### config.mk
export PLATFORM = sky130hd
export DESIGN_NAME = sccb_init_seq
export DESIGN_NICKNAME = d
export VERILOG_FILES = /design/src/rtl/cam_cfg_pkg.sv /design/src/rtl/ov2640_init_rom.sv /design/src/rtl/sccb_init_seq.sv
export SDC_FILE = /design/constraint.sdc
export NUM_CORES = 1
export LEC_CHECK = 0
export ABC_CLOCK_PERIOD_IN_PS = 6400
export BUFFER_PORTS_ARGS = -buffer_cell sky130_fd_sc_hd__buf_4
export CORE_MARGIN = 2
export CORE_UTILIZATION = 50
export CTS_CLUSTER_DIAMETER = 150
export CTS_CLUSTER_SIZE = 12
export DETAILED_ROUTE_END_ITERATION = 10
export GPL_TIMING_DRIVEN = 0
export PLACE_DENSITY = 0.72
export SLEW_MARGIN = 20
export SYNTH_ARGS = -nofsm -noshare
export SYNTH_HDL_FRONTEND = slang
export SYNTH_SLANG_ARGS = --single-unit
### constraint.sdc
create_clock -name XCLK -period 6.4 [get_ports XCLK]
set_input_delay 1.28 -clock XCLK [delete_from_list [all_inputs] [get_ports XCLK]]
set_output_delay 1.28 -clock XCLK [all_outputs]
set_load 0.03 [all_outputs]
### src/rtl/cam_cfg_pkg.sv
// cam_cfg_pkg: shared sequencer states, ROM word layout and SCCB encodings.
package cam_cfg_pkg;
  typedef enum logic [3:0] {
    IDLE, RST_LOW, PWR_WAIT, FETCH, WRITE, DELAY, NEXT, DONE, ERR, VRD_ISSUE
  } state_t;
  typedef struct packed {
    logic       is_delay;
    logic [7:0] addr;
    logic [7:0] data;
  } rom_word_t;
  localparam int unsigned ROM_W = $bits(rom_word_t);
  localparam logic RW_WRITE = 1'b0;
  localparam logic RW_READ = 1'b1;
  localparam logic [7:0] DEV_ID_OV2640 = 8'h60;
  localparam logic [7:0] BANK_SEL_REG = 8'hFF;
  function automatic rom_word_t rom_entry(input logic dly, input logic [7:0] a, input logic [7:0] d);
    return '{is_delay: dly, addr: a, data: d};
  endfunction
endpackage

### src/rtl/ov2640_init_rom.sv
// ov2640_init_rom: combinational register table; indices past TABLE_LEN read as zero-length delays.
module ov2640_init_rom
  import cam_cfg_pkg::*;
#(
  parameter int unsigned TABLE_LEN = 64
) (
  input  logic [7:0] idx_i,
  output rom_word_t  word_o
);
  rom_word_t tbl;
  always_comb begin
    case (idx_i)
      8'd0:    tbl = rom_entry(1'b0, 8'hFF, 8'h01);
      8'd1:    tbl = rom_entry(1'b1, 8'h00, 8'h02);
      8'd2:    tbl = rom_entry(1'b0, 8'h12, 8'h80);
      default: tbl = rom_entry(1'b1, 8'h00, 8'h00);
    endcase
  end
  assign word_o = (32'(idx_i) < TABLE_LEN) ? tbl : rom_entry(1'b1, 8'h00, 8'h00);
endmodule

### src/rtl/sccb_init_seq.sv
// sccb_init_seq: camera reset/power-up then ROM-driven SCCB writes and ms delays.
// Define SCCB_INIT_VERIFY_EN to read back each write and retry on mismatch.
module sccb_init_seq
  import cam_cfg_pkg::*;
#(
  parameter int unsigned XCLK_FREQ   = 50_000_000,
  parameter logic [7:0]  DEV_ID      = DEV_ID_OV2640,
  parameter int unsigned TABLE_LEN   = 64,
  parameter int unsigned RST_HOLD_MS = 10,
  parameter int unsigned PWRUP_MS    = 20,
  parameter int unsigned MAX_RETRY   = 3
) (
  input  logic       XCLK,
  input  logic       RST,
  input  logic       start,
  output logic       busy,
  output logic       init_done,
  output logic       init_err,
  output logic [7:0] err_index,
  output logic       cam_rst_n,
  output logic       cam_pwdn,
  output logic       sccb_req,
  output logic       sccb_rw,
  output logic [7:0] sccb_id,
  output logic [7:0] sccb_reg,
  output logic [7:0] sccb_wdata,
  input  logic       sccb_done,
  input  logic [7:0] sccb_rdata
);
  localparam int unsigned TICK = XCLK_FREQ / 1000;
  localparam int CW = $clog2(TICK + 1);
  state_t state_q, state_d;
  logic [CW-1:0] cnt_q, cnt_d;
  logic [15:0] ms_q, ms_d, ms_tgt;
  logic [7:0] idx_q, idx_d, id_q, id_d, reg_q, reg_d, wdata_q, wdata_d;
  logic busy_q, busy_d, done_q, done_d, rst_n_q, rst_n_d, req_q, req_d, rw_q, rw_d;
  logic tick_last, expire, timed, sccb_ev;
  rom_word_t word;
  ov2640_init_rom #(.TABLE_LEN(TABLE_LEN)) u_rom (.idx_i(idx_q), .word_o(word));
  assign ms_tgt = state_q == RST_LOW ? 16'(RST_HOLD_MS) : state_q == PWR_WAIT ? 16'(PWRUP_MS) : {8'd0, word.data};
  assign tick_last = cnt_q == CW'(TICK - 1);
  assign expire = ms_tgt == 16'd0 || (tick_last && ms_q == ms_tgt - 16'd1);
  assign timed = (state_q == RST_LOW || state_q == PWR_WAIT || state_q == DELAY) && !expire;
  assign cnt_d = timed ? (tick_last ? '0 : cnt_q + CW'(1)) : '0;
  assign ms_d = timed ? ms_q + 16'(tick_last) : '0;
  // a done pulse only counts while a request is outstanding
  assign sccb_ev = sccb_done & req_q;
`ifdef SCCB_INIT_VERIFY_EN
  logic err_q, err_d;
  logic [7:0] eidx_q, eidx_d, try_q, try_d;
  assign init_err = err_q;
  assign err_index = eidx_q;
`else
  logic unused_rdata;
  assign unused_rdata = ^{sccb_rdata, 32'(MAX_RETRY)};
  assign init_err = 1'b0;
  assign err_index = 8'd0;
`endif
  always_comb begin
    state_d = state_q;
    idx_d = idx_q;
    busy_d = busy_q;
    done_d = done_q;
    rst_n_d = rst_n_q;
    req_d = req_q;
    rw_d = rw_q;
    id_d = id_q;
    reg_d = reg_q;
    wdata_d = wdata_q;
`ifdef SCCB_INIT_VERIFY_EN
    err_d = err_q;
    eidx_d = eidx_q;
    try_d = try_q;
`endif
    case (state_q)
      IDLE: if (start) begin
        state_d = RST_LOW;
        busy_d = 1'b1;
        done_d = 1'b0;
        rst_n_d = 1'b0;
`ifdef SCCB_INIT_VERIFY_EN
        err_d = 1'b0;
        eidx_d = 8'd0;
`endif
      end
      RST_LOW: if (expire) begin
        state_d = PWR_WAIT;
        rst_n_d = 1'b1;
      end
      PWR_WAIT: if (expire) begin
        state_d = FETCH;
        idx_d = 8'd0;
      end
      FETCH: begin
        state_d = word.is_delay ? DELAY : WRITE;
`ifdef SCCB_INIT_VERIFY_EN
        try_d = 8'd0;
`endif
      end
      WRITE: if (sccb_ev) begin
        req_d = 1'b0;
`ifdef SCCB_INIT_VERIFY_EN
        state_d = word.addr == BANK_SEL_REG ? NEXT : VRD_ISSUE;
`else
        state_d = NEXT;
`endif
      end else begin
        req_d = 1'b1;
        rw_d = RW_WRITE;
        id_d = DEV_ID;
        reg_d = word.addr;
        wdata_d = word.data;
      end
`ifdef SCCB_INIT_VERIFY_EN
      VRD_ISSUE: if (sccb_ev) begin
        req_d = 1'b0;
        try_d = try_q + 8'd1;
        state_d = sccb_rdata == word.data ? NEXT : try_q == 8'(MAX_RETRY) ? ERR : WRITE;
      end else begin
        req_d = 1'b1;
        rw_d = RW_READ;
        id_d = DEV_ID | 8'h01;
        reg_d = word.addr;
      end
      ERR: begin
        state_d = IDLE;
        err_d = 1'b1;
        eidx_d = idx_q;
        busy_d = 1'b0;
      end
`endif
      DELAY: if (expire) state_d = NEXT;
      NEXT: begin
        state_d = 32'(idx_q) == TABLE_LEN - 1 ? DONE : FETCH;
        idx_d = 32'(idx_q) == TABLE_LEN - 1 ? idx_q : idx_q + 8'd1;
      end
      DONE: begin
        state_d = IDLE;
        done_d = 1'b1;
        busy_d = 1'b0;
      end
      default: state_d = IDLE;
    endcase
  end
  always_ff @(posedge XCLK or negedge RST) begin
    if (!RST) begin
      state_q <= IDLE;
      cnt_q <= '0;
      ms_q <= '0;
      idx_q <= '0;
      busy_q <= 1'b0;
      done_q <= 1'b0;
      rst_n_q <= 1'b1;
      req_q <= 1'b0;
      rw_q <= RW_WRITE;
      id_q <= DEV_ID;
      reg_q <= '0;
      wdata_q <= '0;
    end else begin
      state_q <= state_d;
      cnt_q <= cnt_d;
      ms_q <= ms_d;
      idx_q <= idx_d;
      busy_q <= busy_d;
      done_q <= done_d;
      rst_n_q <= rst_n_d;
      req_q <= req_d;
      rw_q <= rw_d;
      id_q <= id_d;
      reg_q <= reg_d;
      wdata_q <= wdata_d;
    end
  end
`ifdef SCCB_INIT_VERIFY_EN
  always_ff @(posedge XCLK or negedge RST) begin
    if (!RST) begin
      err_q <= 1'b0;
      eidx_q <= '0;
      try_q <= '0;
    end else begin
      err_q <= err_d;
      eidx_q <= eidx_d;
      try_q <= try_d;
    end
  end
`endif
  assign busy = busy_q;
  assign init_done = done_q;
  assign cam_rst_n = rst_n_q;
  assign cam_pwdn = 1'b0;
  assign sccb_req = req_q;
  assign sccb_rw = rw_q;
  assign sccb_id = id_q;
  assign sccb_reg = reg_q;
  assign sccb_wdata = wdata_q;
endmodule

Word level (Yosys, flattened, before mapping)
Index checks and enable logic that the tools add are counted.
{"block": "totals", "regBits": 64, "latch_bits": 0, "ram_bits": 0, "romBits": 0, "out_inout_bits": 39, "wordCells": 77, "mem_count": 0}
{"block": "op_classes", "n_addsub": 4, "mul": 0, "n_div": 0, "order_cmp": 1, "eq_ne": 18, "shifts": 0, "n_mux": 25, "n_bitwise": 2, "n_reduce_logical": 17}
{"op": "17-bit one-hot mux with 3 select lines", "count": 1}
{"op": "16-bit 2-to-1 mux", "count": 3}
{"op": "8-bit 2-to-1 mux", "count": 4}
{"op": "4-bit one-hot mux with 7 select lines", "count": 1}
{"op": "4-bit 2-to-1 mux", "count": 5}
{"op": "17-bit 2-to-1 mux", "count": 1}
{"op": "16-bit by 1-bit adder with 16-bit output", "count": 1}
{"op": "16-bit by 1-bit adder with 16-bit output (second input constant)", "count": 1}
{"op": "16-bit equality test", "count": 1}
{"op": "16-bit equality test (second input constant)", "count": 1}
{"op": "4-bit by 3-bit equality test with 1-bit output (second input constant)", "count": 4}
{"op": "16-bit logical NOT", "count": 1}
{"op": "8-bit one-hot mux with 2 select lines", "count": 1}
{"op": "2-bit != test (second input constant)", "count": 6}
{"op": "8-bit by 1-bit subtractor with 9-bit output (second input constant)", "count": 1}
{"op": "8-bit by 1-bit adder with 8-bit output (second input constant)", "count": 1}
{"op": "4-bit by 2-bit equality test with 1-bit output (second input constant)", "count": 2}
{"op": "8-bit by 1-bit equality test with 1-bit output (second input constant)", "count": 1}
{"op": "8-bit by 2-bit equality test with 1-bit output (second input constant)", "count": 1}
{"op": "8-bit by 6-bit equality test with 1-bit output (second input constant)", "count": 1}
{"op": "8-bit logical NOT", "count": 1}
{"op": "8-bit by 7-bit < comparator with 1-bit output (second input constant)", "count": 1}
{"op": "1-bit one-hot mux with 2 select lines", "count": 3}
{"op": "3-bit AND reduction", "count": 2}
{"op": "other kinds (12)", "count": 22}

Longest topological paths before layout
{"block": "depth", "depth_word": 12, "ltp_mapped": 13, "ltp_nobuf": 12}

By module
From an unflattened synthesis, not the netlist that was laid out.
{"block": "hier_totals", "hier_cells": 376, "area_unflattened_um2": 3890.0}
{"module": "sccb_init_seq", "n_inst": 1, "cells_each": 354, "area_per_inst_um2": 3734.8}
{"module": "ov2640_init_rom", "n_inst": 1, "cells_each": 22, "area_per_inst_um2": 155.1}

Worst setup path after synthesis
No wires, ideal clock.
{"block": "synth_path", "kind": "register -> register", "from": "register idx_q[3]", "to": "register ms_q[11]", "arrival_ns": 2.603, "slack_ns": 3.678, "path_stages_with_launch": 14, "n_path_buf": 1, "synth_period_minus_slack_ns": 2.722, "path_cell_list": "dfrtp_1 or4_4 nor2_1 nand2_1 a21oi_1 nor2_1 ha_1 xnor2_1 xnor2_1 nor3_1 o211ai_1 o21ai_2 buf_6 nor2_1"}
{"block": "synth_via", "elab_chain_cells": 12, "word_cells_on_any_way": 16, "classes_between": "add/sub: 1; order compare: 1; eq/ne: 3; mux: 5; reduce/logical: 6"}
{"element": "start: declaration", "line": "sccb_init_seq.sv:35", "source": "logic [7:0] idx_q, idx_d, id_q, id_d, reg_q, reg_d, wdata_q, wdata_d;"}
{"element": "start signal: assignment", "line": "sccb_init_seq.sv:163", "source": "idx_q <= idx_d;"}
{"element": "parallel branches: the longest is 2 deep, another holds 8-bit by 7-bit < comparator with 1-bit output"}
{"element": "17-bit 2-to-1 mux *", "line": "ov2640_init_rom.sv:19", "source": "assign word_o = (32'(idx_i) < TABLE_LEN) ? tbl : rom_entry(1'b1, 8'h00, 8'h00);"}
{"element": "8-bit 2-to-1 mux * (2 in a row)", "line": "sccb_init_seq.sv:40", "source": "assign ms_tgt = state_q == RST_LOW ? 16'(RST_HOLD_MS) : state_q == PWR_WAIT ? 16'(PWRUP_MS) : {8'd0, word.data ..."}
{"element": "8-bit by 1-bit subtractor with 9-bit output", "line": "sccb_init_seq.sv:42", "source": "assign expire = ms_tgt == 16'd0 || (tick_last && ms_q == ms_tgt - 16'd1);"}
{"element": "16-bit equality test", "line": "sccb_init_seq.sv:42"}
{"element": "1-bit logical AND", "line": "sccb_init_seq.sv:42"}
{"element": "1-bit logical OR *", "line": "sccb_init_seq.sv:42"}
{"element": "1-bit logical NOT *", "line": "sccb_init_seq.sv:43", "source": "assign timed = (state_q == RST_LOW || state_q == PWR_WAIT || state_q == DELAY) && !expire;"}
{"element": "1-bit logical AND *", "line": "sccb_init_seq.sv:43"}
{"element": "16-bit 2-to-1 mux *", "line": "sccb_init_seq.sv:45", "source": "assign ms_d = timed ? ms_q + 16'(tick_last) : '0;"}
{"element": "net ms_d[11]", "line": "sccb_init_seq.sv:34", "source": "logic [15:0] ms_q, ms_d, ms_tgt;"}
{"element": "end signal: assignment", "line": "sccb_init_seq.sv:162", "source": "ms_q <= ms_d;"}
{"element": "end: declaration", "line": "sccb_init_seq.sv:34"}
Mark *: on every way through the listed nets, which the timed path passes.
A chain may end at the register's enable or synchronous reset.

Final worst setup path
{"block": "layout_path", "from": "register idx_q[2]", "to": "register idx_q[0]"}
{"block": "layout_via", "elab_chain_cells": 11, "word_cells_on_any_way": 17, "classes_between": "add/sub: 1; order compare: 1; eq/ne: 6; mux: 4; reduce/logical: 5"}
{"element": "parallel branches: the longest is 10 deep, another holds 8-bit by 1-bit subtractor with 9-bit output"}
{"element": "3-bit AND reduction (no line) *"}
Every way passes the cells marked *.

==> impl_results.md <==
* Run status: finished, final reports clean
* Pin count of the biggest net entering global routing at 52
* Die height at about 82 microns
* Max-cap violations at 0
* Asr flop ratio synth at 100%
* WS Path Type: reg2reg
* Antenna violations before repair at 0
* Predominant post-synthesis flop cell: dfrtp_1
* Share of cells above drive strength 1 at ~17%
* Slowest-stage cell, CP: or4_4
* Vias in the first global route at about 2000
* Clock power frac at between 15 and 20%
* TritonCTS Buffers at 5
* Required time of the critical path at ~6.6 ns
* Post-Route WL at between 5000 and 6000 microns
* Top Registers: cnt_q: 16 flops, ms_q: 16 flops, idx_q: 8 flops
* Die area at a little under 0.007 sq mm
* VDD IR-drop max at between 0.2 and 0.25 mV
* Slew headroom at 35.5%
* CTS sink cnt at 51
* Synth Register Bits at 51
* Drt via density at around 5
* Post-synth EDFFs at 0
* Critical path startpoint category: register
* Drt initial violations at ~140
* Final Skew at 0.00545 ns
* Yosys warns at 0
* P_int at around 700 uW
* First-pass iteration count of the detailed router at 4
* Fmax at 315 MHz
* Fin crit share at approximately half
* Worst hold-check path type: reg2reg
* TritonCTS clock tree: built
* Detailed Place HPWL at 4070 microns
* NumNets Final at 410
* Synthesized area per cell at 8.88 sq um
* Drt drc at 0
* Hold depth at 2
* CP arrival at between 3 and 4 ns
* Max-slew violation count at 0
* Routed vias at 2309
* Crit-path max FO at 8
* H-tree levels at 2
* Total power at approximately 1.3 mW
* Logic pwr share at between 50% and 60%
* Top-level port count at between 50 and 60
* Worst skew pair latency at 0.32 ns
* CTS Hold Bufs at 0
* GP Congestion at approximately 0.80
* Setup slack, reg-to-reg at around 3.2 ns
* Post-CTS Resized at 0
* Reg clk slew, reported paths at approximately 0.10 ns
* Net Sw Frac at between 40% and 50%
* Initial Util at between 50% and 60%
* Clk buf depth at 2
* Root Driver: clkbuf_8
* Total leakage power at 1.65 nW
* Worst Setup End Kind: register
* Core area at between 0.005 and 0.006 sq mm
* Grt ovf at 0
* Min Tclk post-route at roughly 3.2 ns
* Post-DRT Antenna Nets at 0
* IO Port Bufs at 18
* Final hold vios at 0
* Cell variety after synth at 46
* Ant. Diodes at 0
* FP Rows at 28
* Drt wl/cell at 12.0 microns
* Final setup violation count at 0
* Crit-path cells: or4_4 -> nor2_1 -> nand2_1 -> a21oi_1 -> nor2_1 -> ha_1 -> xnor2_1 -> xnor2_1 -> nor3_1 -> o2111ai_1 -> nor2_1 -> o21ai_1
* P&R area growth vs syn at 13.4%
* First-pass GRT wire length at roughly 9200 microns
* Postcts setup bufs at 0
* Setup TNS at 0 ns
* GRT Total Usage at 17.7%
* Sequential fraction of the synthesis area at a little over two fifths
* Slowest stage delay, CP at between 0.5 and 0.6 ns
* Part of the power in registers at approximately a third
* CP dominant cell by count: nor2_1
* RSZ-0062 raised after global routing: no
* Area of the mapped netlist at between 0.003 and 0.004 sq mm
* R2r worst-path depth at 12
* Die width at 82.1 microns
* Actual slew at the worst max-slew pin at slightly below 1 ns
* Pwr dens at between 300 and 400 mW/mm^2
* Synth Instances at between 300 and 400
* Net switching power at 575 uW
## stage by stage
step / area [sq um] / setup slack, ns / hold WS (ns) / util [%] / std cells
floorplan: 3130 / 3.68 / 0.475 / - / 365
global placement: 3360 / 3.32 / 0.467 / 56.7 / 458
detailed placement: 3360 / 3.26 / 0.478 / 56.7 / 458
CTS: 3460 / 3.23 / 0.502 / 58.4 / 466
global route: 3460 / 2.94 / 0.525 / 58.4 / 466
finish: 3460 / 3.23 / 0.492 / 58.4 / 466
## cells in the mapped netlist, types with 3 or more instances
master    count  area share [%]
buf_4        31             7.6
a21oi_1       8             1.3
inv_1         5            0.62
nor3_1        6            0.99
ha_1          8             3.3
xor2_1       24             6.9
and3_1       14             2.9
dfrtp_1      50              41
nand2b_1      4            0.82
nand2_1      30             3.7
nor2_1       62             7.6
nor4_1        5             1.0
nand4_1       5             1.0
o211ai_1      4            0.99
clkbuf_1      7            0.86
nor2b_1       3            0.62
xnor2_1      15             4.3
nand3_1      18             3.0
o21ai_0      10             1.6
## cells by family after synthesis
family,synth area share [%]
and+or+nand+nor,24.5
other,0.246
adders and majority gates,3.29
DFF,41.9
AOI/OAI and AO/OA,8.79
xor gates and xnor gates,11.2
muxes,0.329
buffers and inverters,9.73
## cell usage in the layout (no fill, tap or decap), drive strengths merged, types with 14 or more instances in the layout
| cell type | Yosys | routed |
|---|---|---|
| conb | 2 | 24 |
| buf | 34 | 52 |
| xnor2 | 15 | 15 |
| xor2 | 24 | 24 |
| nand3 | 18 | 18 |
| and3 | 14 | 14 |
| dfrtp | 50 | 50 |
| nand2 | 30 | 30 |
| nor2 | 62 | 62 |
## routing by layer
layer	share of wire (%)	routed length [microns]	vias to the layer above	GRT usage [%]
li1	-	-	1196	-
met1	49	2750	1058	24.3
met2	45	2530	47	28.5
met3	3.6	199	8	2.31
met4	1.7	93	0	7.00
met5	0	0	-	0
## power by group through the flow
stage / registers, mW / clock network (mW) / logic [mW]
detailed placement: 0.407 / 0 / 0.663
global placement: 0.405 / 0 / 0.653
global route: 0.407 / 0.218 / 0.734
CTS: 0.401 / 0.208 / 0.667
finish: 0.400 / 0.202 / 0.666
floorplan: 0.434 / 0 / 0.471
## cell type report
class	count	area [sq um]
flip-flops and latches	51	1280
fillers	535	2460
clock inverters	3	28.8
multi-input cells	268	1560
clock buffers	5	68.8
plain buffers	41	278
inverters	5	18.8
well taps	75	93.8
repair buffers	18	135
## critical path, delay by kind of cell, from the launching register on
| family | cells | cell delay, ns |
|---|---|---|
| and+or+nand+nor | 6 | 1.58 |
| DFF | 1 | 0.47 |
| AOI/OAI and AO/OA | 3 | 0.41 |
| xor gates and xnor gates | 2 | 0.34 |
| adders and majority gates | 1 | 0.25 |
## final timing paths
kind | start | endpoint
max in group asynchronous | RST | init_done
setup reg to reg | idx_q[2] | idx_q[0]
min in group asynchronous | RST | sccb_wdata[7]
setup / recovery | idx_q[2] | idx_q[0]
hold reg to reg | sccb_wdata[7] | sccb_wdata[7]
hold / removal | sccb_wdata[7] | sccb_wdata[7]
Power figures use the tool's default switching activity.
